## src/rtl/sr_flag_arbiter.sv

```systemverilog
`default_nettype none
// ============================================================================
// Module      : sr_flag_arbiter
// Description : Round-robin arbiter serialising set/clear requests onto a
//               shared flag register. Each grant applies one S or R operation
//               and returns the flag's prior value (test-and-set). A requester
//               may lock the arbiter for exclusive multi-operation access.
// Revision    : 1.0 - initial release
// ============================================================================
module sr_flag_arbiter #(
   parameter int NREQ  = 4,
   parameter int NFLAG = 6,
   parameter int IDX_W = 3
) (
   input  logic                  clk,
   input  logic                  rst,
   input  logic [NREQ-1:0]       req,
   input  logic [NREQ-1:0]       op,
   input  logic [NREQ*IDX_W-1:0] idx,
   input  logic [NREQ-1:0]       lock,
   output logic [NREQ-1:0]       gnt,
   output logic                  rdata,
   output logic                  err,
   output logic [NFLAG-1:0]      flags,
   output logic                  locked
);

   localparam int               PTR_W   = (NREQ > 1) ? $clog2(NREQ) : 1;
   localparam logic [PTR_W:0]   NREQ_C  = (PTR_W+1)'(NREQ);
   localparam logic [IDX_W:0]   NFLAG_C = (IDX_W+1)'(NFLAG);
   localparam logic [PTR_W-1:0] LAST_C  = PTR_W'(NREQ-1);

   typedef enum logic [0:0] {
      ST_ARB = 1'b0,
      ST_ACK = 1'b1
   } state_t;

   state_t            state_q, state_d;
   logic [PTR_W-1:0]  ptr_q, ptr_d;
   logic [PTR_W-1:0]  owner_q, owner_d;
   logic              locked_q, locked_d;
   logic [NFLAG-1:0]  flags_q, flags_d;
   logic [NREQ-1:0]   gnt_q, gnt_d;
   logic              rdata_q, rdata_d;
   logic              err_q, err_d;

   logic [NREQ-1:0]   elig;
   logic              found;
   logic [PTR_W-1:0]  win;
   logic [PTR_W:0]    cand;
   logic [IDX_W-1:0]  win_idx;
   logic              win_op;
   logic              win_lock;
   logic              idx_ok;

   // Winner search: first eligible requester at or after ptr, wrapping; the
   // eligible set collapses to the owner while a lock is held.
   always_comb begin
      elig  = locked_q ? (req & (NREQ'(1) << owner_q)) : req;
      found = 1'b0;
      win   = '0;
      cand  = '0;
      for (int i = 0; i < NREQ; i++) begin
         cand = {1'b0, ptr_q} + (PTR_W+1)'(i);
         if (cand >= NREQ_C) begin
            cand = cand - NREQ_C;
         end
         if (!found && elig[cand[PTR_W-1:0]]) begin
            found = 1'b1;
            win   = cand[PTR_W-1:0];
         end
      end
      win_idx  = '0;
      win_op   = 1'b0;
      win_lock = 1'b0;
      for (int k = 0; k < NREQ; k++) begin
         if (win == PTR_W'(k)) begin
            win_idx  = idx[k*IDX_W +: IDX_W];
            win_op   = op[k];
            win_lock = lock[k];
         end
      end
      idx_ok = ({1'b0, win_idx} < NFLAG_C);
   end

   // Next-state: grant in ARB, then one mandatory ACK cycle so a held req is
   // never granted twice back to back.
   always_comb begin
      state_d  = state_q;
      ptr_d    = ptr_q;
      owner_d  = owner_q;
      locked_d = locked_q;
      flags_d  = flags_q;
      gnt_d    = '0;
      rdata_d  = 1'b0;
      err_d    = 1'b0;
      case (state_q)
         ST_ARB: begin
            if (found) begin
               gnt_d = NREQ'(1) << win;
               if (idx_ok) begin
                  rdata_d          = flags_q[win_idx];
                  flags_d[win_idx] = win_op;
               end else begin
                  err_d = 1'b1;
               end
               ptr_d = (win == LAST_C) ? '0 : win + 1'b1;
               // While locked the winner is always the owner, so a grant
               // without lock releases; a grant with lock (re)claims.
               locked_d = win_lock;
               if (win_lock) begin
                  owner_d = win;
               end
               state_d = ST_ACK;
            end
         end
         ST_ACK: begin
            state_d = ST_ARB;
         end
         default: begin
            state_d = ST_ARB;
         end
      endcase
   end

   // State and output registers with synchronous reset.
   always_ff @(posedge clk) begin
      if (rst) begin
         state_q  <= ST_ARB;
         ptr_q    <= '0;
         owner_q  <= '0;
         locked_q <= 1'b0;
         flags_q  <= '0;
         gnt_q    <= '0;
         rdata_q  <= 1'b0;
         err_q    <= 1'b0;
      end else begin
         state_q  <= state_d;
         ptr_q    <= ptr_d;
         owner_q  <= owner_d;
         locked_q <= locked_d;
         flags_q  <= flags_d;
         gnt_q    <= gnt_d;
         rdata_q  <= rdata_d;
         err_q    <= err_d;
      end
   end

   assign gnt    = gnt_q;
   assign rdata  = rdata_q;
   assign err    = err_q;
   assign flags  = flags_q;
   assign locked = locked_q;

endmodule
`default_nettype wire

```

## config.mk

```make
export PLATFORM = sky130hd
export DESIGN_NAME = sr_flag_arbiter
export DESIGN_NICKNAME = d
export VERILOG_FILES = /design/src/rtl/sr_flag_arbiter.sv
export SDC_FILE = /design/constraint.sdc
export NUM_CORES = 1
export LEC_CHECK = 0
export BUFFER_PORTS_ARGS = -buffer_cell sky130_fd_sc_hd__clkbuf_2
export CORE_ASPECT_RATIO = 0.5
export CORE_MARGIN = 2
export CORE_UTILIZATION = 27
export DETAILED_ROUTE_END_ITERATION = 12
export RECOVER_POWER = 50
export SLEW_MARGIN = 20
export SYNTH_ARGS = -nofsm -noshare
export SYNTH_HDL_FRONTEND = slang
export SYNTH_SLANG_ARGS = --single-unit
```

## constraint.sdc

```tcl
create_clock -name clk -period 3 [get_ports clk]
set_clock_uncertainty 0.2 [all_clocks]
set_input_delay 0.45 -clock clk [delete_from_list [all_inputs] [get_ports clk]]
set_output_delay 0.45 -clock clk [all_outputs]
set_load 0.02 [all_outputs]
```

**After elaboration in Yosys (flattened, before gate mapping)**

Cells that the tools add are included.

- Flip-flop bits (word level): 18
- Bits in latches: 0
- RAM bits: 0
- ROM bits: 0
- Input bits: 26
- Output and inout port bits: 13
- Logic and storage cells: 91
- Memories kept: 0

- Add/subtract/negate cells: 8
- Multipliers: 0
- Div/mod/pow operators: 0
- $lt $le $gt $ge: 11
- Eq/ne operators: 3
- Shift-type cells: 2
- Multiplexer cells: 42
- Bitwise operators: 4
- Reduce and logical (&&, ||, !) cells: 13

Operator list:

| kind | number |
|---|---|
| $mux 1 | 20 |
| $mux 2 | 9 |
| $lt 2x3->1 const B | 4 |
| $mux 3 | 4 |
| $ge 3x3->1 const B | 3 |
| $bmux 1 s2 | 4 |
| $shl 1x2->4 const A | 2 |
| $sub 2x1->2 const B | 4 |
| $add 2x2->3 const B | 2 |
| $bwmux 6 | 1 |
| $reduce_and 3->1 | 2 |
| $and 4x4->4 | 1 |
| $eq 2x2->1 const B | 2 |
| $logic_and 1x1->1 | 4 |
| $lt 3x4->1 const B | 1 |
| $mux 4 | 1 |
| $reduce_or 4->1 | 1 |
| $add 2x1->3 const B | 1 |
| $bmux 1 s3 | 1 |
| $demux 1 s3 | 1 |
| $ge 2x3->1 const B | 1 |
| $ge 3x1->1 const B | 1 |
| $logic_not 1->1 | 3 |
| $lt 3x3->1 const B | 1 |
| other kinds (7) | 9 |

**Longest topological paths before layout**

Gate-level depths: netlist (run 1).

- Depth in word-level cells: 25
- Depth in mapped cells: 16
- Depth with buffers taken out: 13

**Worst setup path before layout (run 1)**

OpenSTA, ideal clock, no wires.

- Kind: register to register
- Start point: register locked_q, in the netlist locked
- End point: register flags_q[3], in the netlist flags[3]
- Setup time: 128 ps
- Data arrival time: 2879 ps
- Required time: 2672 ps
- Slack: -207 ps
- Cell stages (with the launch flop): 14
- Path buffers: 2
- Clock period less this slack: 3207 ps
- Cells stage by stage: dfxtp_1 -> inv_1 -> o21ai_2 -> o22ai_1 -> a211oi_2 -> inv_1 -> ha_1 -> buf_2 -> nor3b_1 -> a211o_1 -> buf_4 -> nor4_2 -> mux2i_1 -> nor2_1

- Word-level cells in the longest chain between the ends: 23
- Elaborated cells between the ends (all ways): 43
- Classes of those cells: 3 x order compare; 3 x eq/ne; 28 x mux; 9 x reduce/logical

RTL lines:

| what | line | text |
|---|---|---|
| start: declaration | 41 | `logic locked_q, locked_d;` |
| start signal: assignment | 141 | `locked_q <= locked_d;` |
| $mux 4 * | 59 | `elig = locked_q ? (req & (NREQ'(1) << owner_q)) : req;` |
| $bmux 1 s2 | 68 | `if (!found && elig[cand[PTR_W-1:0]]) begin` |
| $mux 1 (implied by the code) | 68 |  |
| $mux 1 | 68 |  |
| $logic_not 1->1 | 68 |  |
| $logic_and 1x1->1 | 68 |  |
| $mux 1 | 68 |  |
| $logic_not 1->1 | 68 |  |
| [5 not listed] | -- |  |
| net win[0] | 49 | `logic [PTR_W-1:0] win;` |
| $logic_not 2->1 | 77 | `if (win == PTR_W'(k)) begin` |
| $mux 3 (4 in a row) | 77 |  |
| $lt 3x4->1 (implied by the code) or $ge 3x1->1 (tied branches) | 103 | `flags_d[win_idx] = win_op;` |
| $logic_and 1x1->1 (implied by the code) | 103 |  |
| $mux 1 (implied by the code) | 103 |  |
| $demux 1 s3 | 103 |  |
| $bwmux 6 | 103 |  |
| end signal: assignment | 142 | `flags_q <= flags_d;` |
| end: declaration | 42 | `logic [NFLAG-1:0] flags_q, flags_d;` |

Mark *: on every way through the listed nets, which the timed path passes. The rest lies on a longest branch. The select of a mux whose other input is x is not followed.
A chain may end at the register's enable or synchronous reset.

**Worst setup path after layout (run 1)**

- Start point: register owner_q[0]
- End point: register flags_q[1], in the netlist flags[1]

- Word-level cells in the longest chain between the ends: 25
- Elaborated cells between the ends (all ways): 45
- Classes of those cells: 3 x order compare; 3 x eq/ne; 1 x shift; 28 x mux; 1 x bitwise; 9 x reduce/logical

RTL lines:

| what | line | text |
|---|---|---|
| start: declaration | 40 | `logic [PTR_W-1:0] owner_q, owner_d;` |
| start signal: assignment | 140 | `owner_q <= owner_d;` |
| $shl 1x2->4 * | 59 |  |
| $and 4x4->4 * | 59 |  |
| $mux 4 * | 59 |  |
| $bmux 1 s2 | 68 |  |
| $mux 1 (implied by the code) | 68 |  |
| $mux 1 | 68 |  |
| $logic_not 1->1 | 68 |  |
| $logic_and 1x1->1 | 68 |  |
| [7 not listed] | -- |  |
| net win[0] | 49 |  |
| $logic_not 2->1 | 77 |  |
| $mux 3 (4 in a row) | 77 |  |
| $lt 3x4->1 (implied by the code) or $ge 3x1->1 (tied branches) | 103 |  |
| $logic_and 1x1->1 (implied by the code) | 103 |  |
| $mux 1 (implied by the code) | 103 |  |
| $demux 1 s3 | 103 |  |
| $bwmux 6 | 103 |  |

Marks and branches as above.

==> impl_metrics.py, run 1 <==
metrics = {
    "drt": {
        "first_pass_iters": 4,
        "num_vias": 1294,
        "wire_per_inst_microns": 13.9,
        "routed_wl_microns": 3620,
        "drtIter0Drc": 41,
        "drc": 0,
        "via_per_inst": 4.96,
        "ant_nets": 0,
    },
    "yosys": {
        "ys_ff_latch": 18,
        "synth-async-reset-ratio_pct": 0,
        "synthFlopType": "dfxtp_1",
        "yosys_warnings": 0,
        "synth_edf_count": 0,
        "yosys.cell_types.count": 44,
        "syn_area_per_cell_sq_um": 8.72,
        "yosysSeqAreaShare_pct": 30.4,
        "synth_nets": 166,
        "postSynthCellCount": 136,
        "syn_area_sq_mm": 0.00119,
    },
    "timing": {
        "fin_ws_ns": 0.0420,
        "finalSetupViolCount": 0,
        "fin_crit_ns": 2.96,
        "drv_slew": 0,
        "finalHoldViolations": 0,
        "max_slew_margin_pct": 67.3,
        "tightest_slew_ns": 0.487,
        "max_freq_mhz": 338,
        "rsz0062_at_grt": "true",
        "period_share_pct": 98.6,
        "final.setup.tns_ns": 0,
    },
    "pwr": {
        "seq_power_share_pct": 16.2,
        "switching_share_pct": 42.9,
        "p_sw_mw": 1.02,
        "intPower_mw": 1.36,
        "p_clk_share_pct": 8.4,
        "p_leak_nw": 0.826,
        "total_power_mw": 2.38,
        "powerDensity_mw_per_mm2": 1200,
        "pwr-share-comb_pct": 75.4,
        "ir_drop_mv": 0.423,
    },
    "global_routing": {
        "grt_max_degree": 15,
        "gr-usage-all-layers_pct": 14.3,
        "overflow": 0,
        "antenna_found_initial": 0,
        "grt_pass1_wl_microns": 5690,
        "grt_pass1_vias": 1278,
    },
    "placed_design": {
        "globalplace.congestion": 0.785,
        "port_buffers": 38,
        "hpwl_microns": 2450,
        "dp_slack_ns": -0.268,
    },
    "layout": {
        "final_common_cell": "buf_4",
        "synthToLayoutAreaGrowth_pct": 66.9,
        "layout_common_cells": "buf_4 (31), clkbuf_2 (27), dfxtp_1 (15)",
        "n_fill_cell": 355,
        "num-nets-final": 238,
        "drive_gt1_share_pct": 54.1,
        "diodes": 0,
    },
    "floorplan": {
        "core-area_sq_mm": 0.00406,
        "start_util_pct": 29.2,
        "dieArea_sq_mm": 0.00497,
        "fp.dieW_microns": 97.7,
        "io_pins": 39,
        "row_count": 16,
        "die_h_microns": 50.9,
    },
    "clock_network": {
        "path_clk_slew_ns": 0.07,
        "cts_tree": "built",
        "htree_levels": 1,
        "cts_max_path_buffers": 2,
        "cts.hold.buffers_added": 0,
        "worstSkewPairLatency_ns": 0.25,
        "cts_root_buffer": "clkbuf_8",
        "cts-buffers-inserted": 3,
        "cts.sinks": 18,
    },
    "hold_path": {
        "holdPathEnd": "owner_q[1]",
        "worstHoldPathType": "flop to flop",
        "whs_path_depth": 2,
        "hold_start": "owner_q[1]",
    },
    "setup_path": {
        "worst_path_largest_cell_delay_ns": 0.40,
        "reg2reg_depth": 13,
        "cp.required_ns": 2.94,
        "crit_chain": "nor2b_4, o21a_1, o32ai_2, a211oi_4, inv_2, ha_4, buf_4, a211oi_2, a211o_4, buf_6, nor4b_4, mux2i_1, nor2_1",
        "endpoint_kind": "flop",
        "critPathArrivalTime_ns": 2.90,
        "worstSetupPathType": "flop to flop",
        "r2r-end": "flags[1]",
        "cp_slowest_cell": "dfxtp_2",
        "crit_fanout": 7,
        "r2r_setup_slack_ns": 0.04,
        "cp-start-kind": "flop",
        "reg2reg_from": "owner_q[0]",
    },
    "flow_run": {
        "cap_violations": 0,
    },
    "outcome": {
        "status": "complete, no violations",
    },
}
[cell usage after synthesis (2+ instances only)]
master	n	share of area (%)
o21a_1	2	1.3
nand2b_1	2	1.1
mux2i_1	10	8.4
nor3_1	3	1.3
nand3_1	6	2.5
inv_1	5	1.6
nand2_1	9	2.8
o21ai_2	2	1.5
ha_1	4	4.2
a21oi_1	6	2.5
a221oi_1	2	1.5
o21ai_1	3	1.3
nor2_1	13	4.1
o31ai_1	3	1.9
buf_4	2	1.3
nand4_1	2	1.1
buf_2	2	0.84
nor2b_1	7	3.7
dfxtp_1	18	30
a211oi_1	4	2.5
and2_1	3	1.6
nor3b_1	3	1.9
nor4_2	2	2.1
clkbuf_1	3	0.95
[routing by layer]
layer / wire [microns] / track usage [%] / vias up
li1: - / - / 636
met1: 1580 / 16.2 / 632
met2: 1890 / 26.9 / 20
met3: 87 / 3.28 / 6
met4: 64 / 5.56 / 0
met5: 0 / 0 / -
[cells by family after synthesis]
group	after synthesis	synth area share (%)
simple gates	55	26.8
compound gates	35	24.4
flops	18	30.4
buf+inv	13	4.96
mux	10	8.44
fa+ha+maj	5	5.06
[power groups by stage]
stage | Sequential, mW | Combinational [mW] | Clock [mW]
3_5_place_dp | 0.375 | 1.22 | 0
5_1_grt | 0.398 | 1.92 | 0.215
2_1_floorplan | 0.413 | 0.779 | 0
4_1_cts | 0.371 | 1.50 | 0.206
6_report | 0.385 | 1.79 | 0.199
3_3_place_gp | 0.370 | 1.21 | 0
[worst max path at each step]
stage | start | end | slack, ns | cells after the start
floorplan | owner_q[0] | flags[3] | -0.007 | 14
global route | owner_q[1] | flags[1] | -0.11 | 13
finish | owner_q[0] | flags[1] | 0.04 | 13
detailed placement | owner_q[0] | rdata | -0.27 | 14
global placement | owner_q[0] | rdata | -0.19 | 14
CTS | owner_q[1] | flags[0] | 0.01 | 13
[flip-flops by register name, indices dropped and copies added, names as in the netlist]
register and cells:
err 1, flags 6, gnt 4, locked 1, owner_q 2, ptr_q 2, rdata 1, state_q 1
[through the flow]
| stage | utilization, % | std cells | instance area [sq um] | hold WS, ns |
|---|---|---|---|---|
| after global placement | 39.4 | 245 | 1600 | 0.306 |
| after floorplan | - | 136 | 1200 | 0.283 |
| final | 48.7 | 261 | 1980 | 0.328 |
| after CTS | 44.5 | 257 | 1810 | 0.301 |
| after global routing | 48.7 | 261 | 1980 | 0.354 |
| after detailed placement | 39.4 | 245 | 1600 | 0.315 |
[worst max-delay path: cells and delay by family (launching register included)]
family / cells / cell delay, ns
flops: 1 / 0.40
mux: 1 / 0.20
fa+ha+maj: 1 / 0.20
buf+inv: 3 / 0.37
simple gates: 3 / 0.42
compound gates: 5 / 1.03
[area by class of cell]
type,count,area [sq um],share of cell area (%)
multi-input cells,106,1010,51.1
repair buffers,73,454,22.9
flip-flops and latches,18,369,18.6
well taps,54,67.6,3.41
clock buffers,4,55.1,2.78
inverters,6,22.5,1.14
[what timing repair did]
action                     in CTS  in global routing
setup endpoints to repair      11                 11
pin swaps                       7                 15
resized for setup              18                 34
cloned                          1                  0
buffers inserted                7                  6
(Power assumes the default switching activity.)
==> inputs of run 2 (changes only) <==
CORE_ASPECT_RATIO = default   (was 0.5)
==> run 2 against run 1 <==
  * Global-route usage shrank 1.8 points
  * Sequential power is essentially flat
  * Register-to-register slack is essentially flat
  * Combinational power shrank 8%
  * Wire length shrank 8.0%
  * Core utilization shrank 3.2 points
  * Sequential cell count is the same
  * Design area shrank 1.2%
  * Sequential share of layout area grew 0.35 points
  * Clock power is essentially flat
==> impl_metrics.py, run 2 (synthesized netlist as in run 1, its figures left out) <==
metrics = {
    "setup_path": {
        "critPathArrivalTime_ns": 2.95,
        "cp.required_ns": 2.98,
        "reg2reg_from": "owner_q[0]",
        "cp-endpoint": "rdata",
        "crit_fanout": 8,
        "cp-start-kind": "flop",
        "r2r-end": "rdata",
        "endpoint_kind": "flop",
        "r2r_setup_slack_ns": 0.03,
        "reg2reg_depth": 13,
        "worstSetupPathType": "flop to flop",
        "startpoint": "owner_q[0]",
    },
    "floorplan": {
        "fp.dieW_microns": 70.3,
        "core-area_sq_mm": 0.00429,
        "start_util_pct": 27.6,
        "io_pins": 39,
        "die_h_microns": 70.3,
        "dieArea_sq_mm": 0.00494,
        "row_count": 24,
    },
    "pwr": {
        "seq_power_share_pct": 17.4,
        "switching_share_pct": 42.8,
        "powerDensity_mw_per_mm2": 1140,
        "pwr-share-comb_pct": 73.8,
        "p_sw_uw": 955,
        "ir_drop_mv": 0.583,
        "p_leak_nw": 0.814,
        "intPower_mw": 1.28,
        "total_power_mw": 2.23,
        "p_clk_share_pct": 8.8,
    },
    "clock_network": {
        "htree_levels": 1,
        "cts_tree": "built",
        "cts.hold.buffers_added": 0,
        "cts-buffers-inserted": 3,
        "cts_root_buffer": "clkbuf_8",
        "worstSkewPairLatency_ns": 0.25,
        "cts.sinks": 18,
        "path_clk_slew_ns": 0.07,
        "cts_max_path_buffers": 2,
    },
    "layout": {
        "layout_common_cells": "buf_4 (29), clkbuf_2 (25), dfxtp_1 (15)",
        "final_common_cell": "buf_4",
        "finalCoreUtilization_pct": 45.5,
        "regArea_sq_um": 372,
        "multi_input_area_sq_um": 980,
        "num-nets-final": 238,
        "n_fill_cell": 416,
        "synthToLayoutAreaGrowth_pct": 64.9,
        "diodes": 0,
        "largest_reg_flops": 6,
        "drive_gt1_share_pct": 52.7,
    },
    "drt": {
        "routed_wl_microns": 3330,
        "via_per_inst": 4.90,
        "drtIter0Drc": 66,
        "drc": 0,
        "first_pass_iters": 4,
        "ant_nets": 0,
        "num_vias": 1268,
        "wire_per_inst_microns": 12.9,
    },
    "placed_design": {
        "globalplace.congestion": 0.875,
        "dp_slack_ns": -0.217,
        "hpwl_microns": 2410,
        "port_buffers": 38,
    },
    "timing": {
        "max_freq_mhz": 337,
        "rsz0062_at_grt": "true",
        "tightest_slew_ns": 0.429,
        "period_share_pct": 98.9,
        "finalHoldViolations": 0,
        "drv_slew": 0,
        "max_slew_margin_pct": 71.3,
        "holdWs_ns": 0.309,
        "fin_ws_ns": 0.0318,
        "fin_crit_ns": 2.97,
        "finalSetupViolCount": 0,
    },
    "global_routing": {
        "grt_max_degree": 15,
        "grt_pass1_vias": 1135,
        "gr-usage-all-layers_pct": 12.6,
        "antenna_found_initial": 0,
        "overflow": 0,
        "gr-usage-met3_pct": 3.03,
        "grt_pass1_wl_microns": 5070,
        "grt_use_met2_pct": 22.0,
        "top_usage_layer": "met2",
        "use_met1_pct": 15.0,
    },
    "hold_path": {
        "whs_path_depth": 2,
        "worstHoldPathType": "flop to flop",
    },
    "outcome": {
        "status": "complete, no violations",
    },
    "flow_run": {
        "cap_violations": 0,
    },
}
## run 2: worst min path at each step
| stage | to | start | slack, ns |
|---|---|---|---|
| floorplan | owner_q[1] | owner_q[1] | 0.28 |
| global placement | locked | locked | 0.28 |
| detailed placement | locked | locked | 0.29 |
| CTS | locked | locked | 0.30 |
| global route | locked | locked | 0.35 |
| finish | locked | locked | 0.31 |
## run 2: layout make-up
cell class / instances / share of cell area [%]
clock buffer: 4 / 2.82
inverter: 6 / 1.28
multi-input combinational: 106 / 50.1
sequential: 18 / 19.0
tap: 52 / 3.33
timing repair buffer: 73 / 23.5
## run 2: power groups by stage
stage	clock [mW]	combinational, mW	sequential (mW)
final	0.197	1.65	0.388
after global placement	0	1.20	0.377
after CTS	0.206	1.32	0.372
after global routing	0.219	1.78	0.400
after floorplan	0	0.779	0.413
after detailed placement	0	1.20	0.376
## run 2: metal layers
| layer | wire length [microns] | up-vias | share of wire (%) |
|---|---|---|---|
| li1 | - | 643 | - |
| met1 | 1390 | 593 | 42 |
| met2 | 1770 | 26 | 53 |
| met3 | 129 | 6 | 3.9 |
| met4 | 42 | 0 | 1.3 |
| met5 | 0 | - | 0 |
## run 2: through the flow
stage | TNS [ns] | instances | cell area [sq um]
2_1_floorplan | -0.0142 | 136 | 1200
3_3_place_gp | -1.39 | 241 | 1580
3_5_place_dp | -1.25 | 241 | 1580
4_1_cts | -0.0177 | 247 | 1710
5_1_grt | -0.497 | 259 | 1960
6_report | 0 | 259 | 1960
## run 2: repair_timing
action,4_1_cts,5_1_grt
resized for setup,14,39
setup buffers,2,11
pin swaps,4,16
setup endpoints to repair,9,11
cloned,0,1
## run 2: worst max-delay path, stage by stage, from the launching register on
cell      delay (ns)
dfxtp_4         0.38
nor2b_4         0.16
o21a_1          0.20
o32ai_2         0.11
a211oi_2        0.34
buf_4           0.21
ha_4            0.19
buf_6           0.14
nor3b_2         0.05
a211o_4         0.37
mux2i_1         0.14
o211ai_1        0.18
nand3_1         0.11
nor3_1          0.13
==> inputs of run 3 (changes only) <==
BUFFER_PORTS_ARGS = default   (was -buffer_cell sky130_fd_sc_hd__clkbuf_2)
DONT_BUFFER_PORTS = 1   (was default)
REMOVE_ABC_BUFFERS = 1   (was default)
==> run 3 against run 2 <==
  * Clock-buffer cell count fell by 1
  * Hold slack got worse by 0.25 ns
  * Critical path depth rose by 1
  * Global-route usage fell by 0.60 points
  * Sequential cell count did not move
  * Design area fell by 14%
  * Combinational power fell by 11%
  * Sequential power rose by 13%
  * Worst setup slack improved by 0.038 ns
  * Wire length fell by 1.4%
  * Via count fell by 14%
  * Register-to-register slack improved by 0.04 ns
  * Critical path type unchanged
  * Critical endpoint is now flags[2]
==> impl_metrics.py, run 3 (synthesized netlist as in run 1, its figures left out) <==
metrics = {
    "pwr": {
        "ir_drop_mv": 0.470,
        "powerDensity_mw_per_mm2": 1240,
        "p_leak_nw": 0.647,
    },
    "global_routing": {
        "grt_max_degree": 15,
        "grt_pass1_wl_microns": 4820,
        "grt_pass1_vias": 1056,
        "overflow": 0,
        "antenna_found_initial": 0,
        "gr-usage-all-layers_pct": 12.0,
    },
    "drt": {
        "drc": 0,
        "num_vias": 1088,
        "drtIter0Drc": 51,
        "wire_per_inst_microns": 15.5,
        "first_pass_iters": 4,
        "routed_wl_microns": 3290,
        "via_per_inst": 5.13,
        "ant_nets": 0,
    },
    "timing": {
        "max_freq_mhz": 341,
        "fin_crit_ns": 2.93,
        "finalHoldViolations": 0,
        "max_slew_margin_pct": 68.5,
        "tightest_slew_ns": 0.470,
        "rsz0062_at_grt": "true",
        "finalSetupViolCount": 0,
        "period_share_pct": 97.7,
        "drv_slew": 0,
        "fin_ws_ns": 0.0700,
    },
    "layout": {
        "layout_common_cells": "buf_4 (25), dfxtp_1 (15), nor2_1 (13)",
        "drive_gt1_share_pct": 45.0,
        "largest_reg_flops": 6,
        "n_fill_cell": 448,
        "num-nets-final": 192,
        "finalNonFillerCells": 212,
        "final_common_cell": "buf_4",
        "synthToLayoutAreaGrowth_pct": 41.5,
        "regArea_sq_um": 372,
        "diodes": 0,
        "multi_input_area_sq_um": 956,
    },
    "placed_design": {
        "port_buffers": 0,
        "hpwl_microns": 2260,
        "dp_slack_ns": -0.209,
        "globalplace.congestion": 0.804,
        "dp_cells": 204,
    },
    "hold_path": {
        "worstHoldPathType": "primary input to flop",
        "holdPathEnd": "locked",
        "hold_start": "rst",
        "whs_path_depth": 1,
    },
    "setup_path": {
        "r2r-end": "flags[2]",
        "cp.required_ns": 2.94,
        "endpoint_kind": "flop",
        "crit_family": "compound AO/OA/AOI/OAI gates",
        "reg2reg_from": "owner_q[0]",
        "reg2reg_depth": 14,
        "worst_path_largest_cell_delay_ns": 0.38,
        "worstSetupPathType": "flop to flop",
        "cp_slowest_cell": "dfxtp_4",
        "cp_num_buf_inv": 3,
        "critPathArrivalTime_ns": 2.87,
        "cp-start-kind": "flop",
        "startpoint": "owner_q[0]",
        "crit_fanout": 6,
        "crit_chain": "nor2b_4, o21a_1, o32ai_2, a211oi_2, buf_4, inv_4, ha_4, buf_4, a211oi_2, o21ai_2, and2_4, nor4_4, mux2i_1, nor2_1",
        "r2r_setup_slack_ns": 0.07,
    },
    "outcome": {
        "status": "complete, no violations",
    },
    "flow_run": {
        "cap_violations": 0,
    },
    "floorplan": {
        "die_h_microns": 70.3,
        "core-area_sq_mm": 0.00429,
        "dieArea_sq_mm": 0.00494,
        "start_util_pct": 27.6,
        "io_pins": 39,
        "fp.dieW_microns": 70.3,
        "row_count": 24,
    },
    "clock_network": {
        "cts.hold.buffers_added": 0,
        "cts_max_path_buffers": 2,
        "cts-buffers-inserted": 3,
        "worstSkewPairLatency_ns": 0.25,
        "cts_tree": "built",
        "cts.sinks": 18,
        "cts_root_buffer": "clkbuf_8",
        "path_clk_slew_ns": 0.07,
        "htree_levels": 1,
    },
}
[run 3: cell count changes in the layout (fill, tap and decap cells not counted), moves of 2 or more]
cell,previous run,this run
nor2b_1,3,5
clkbuf_2,25,0
clkbuf_1,13,0
buf_4,29,25
buf_6,6,1
nor2b_4,3,1
[run 3: cell type report]
cell class,count,share of cell area [%]
clock buffers,3,2.46
inverters,6,1.49
multi-input cells,106,57.0
flip-flops and latches,18,22.1
well taps,52,3.88
repair buffers,27,13.0
[run 3: power by group]
| part | switching, mW | internal, mW |
|---|---|---|
| clock | 0.0763 | 0.0890 |
| combinational | 0.706 | 0.765 |
| sequential | 0.123 | 0.316 |
[run 3: how the worst max path moves through the flow]
stage / endpoint / slack, ns / depth (start not counted)
global route: flags[2] / -0.07 / 14
finish: flags[2] / 0.07 / 14
detailed placement: flags[2] / -0.21 / 13
CTS: flags[2] / -0.005 / 13
floorplan: flags[2] / -0.16 / 10
global placement: flags[2] / -0.22 / 13
[run 3: what timing repair did]
action / in CTS / in global routing
buffers inserted: 1 / 3
pin swaps: 1 / 7
endpoints found under the setup margin: 10 / 10
gates resized for setup: 17 / 28
gates cloned: 0 / 1
[run 3: per-layer routing]
metal  up-vias  part of all wire [%]  GRT usage [%]
li1        549                     -              -
met1       504                    40           14.9
met2        33                    51           19.2
met3         2                   8.4           4.62
met4         0                  0.43           3.42
met5         -                     0              0
[run 3: metrics by stage]
stage / area, sq um / setup TNS, ns / utilization (%) / hold WS [ns] / power (mW)
finish: 1680 / 0 / 39.1 / 0.0567 / 2.07
global placement: 1390 / -1.36 / 32.3 / 0.302 / 1.51
CTS: 1520 / -0.00491 / 35.3 / 0.0489 / 1.86
global route: 1680 / -0.245 / 39.1 / 0.0501 / 2.23
floorplan: 1150 / -0.788 / - / 0.283 / 1.14
detailed placement: 1390 / -1.37 / 32.3 / 0.289 / 1.52
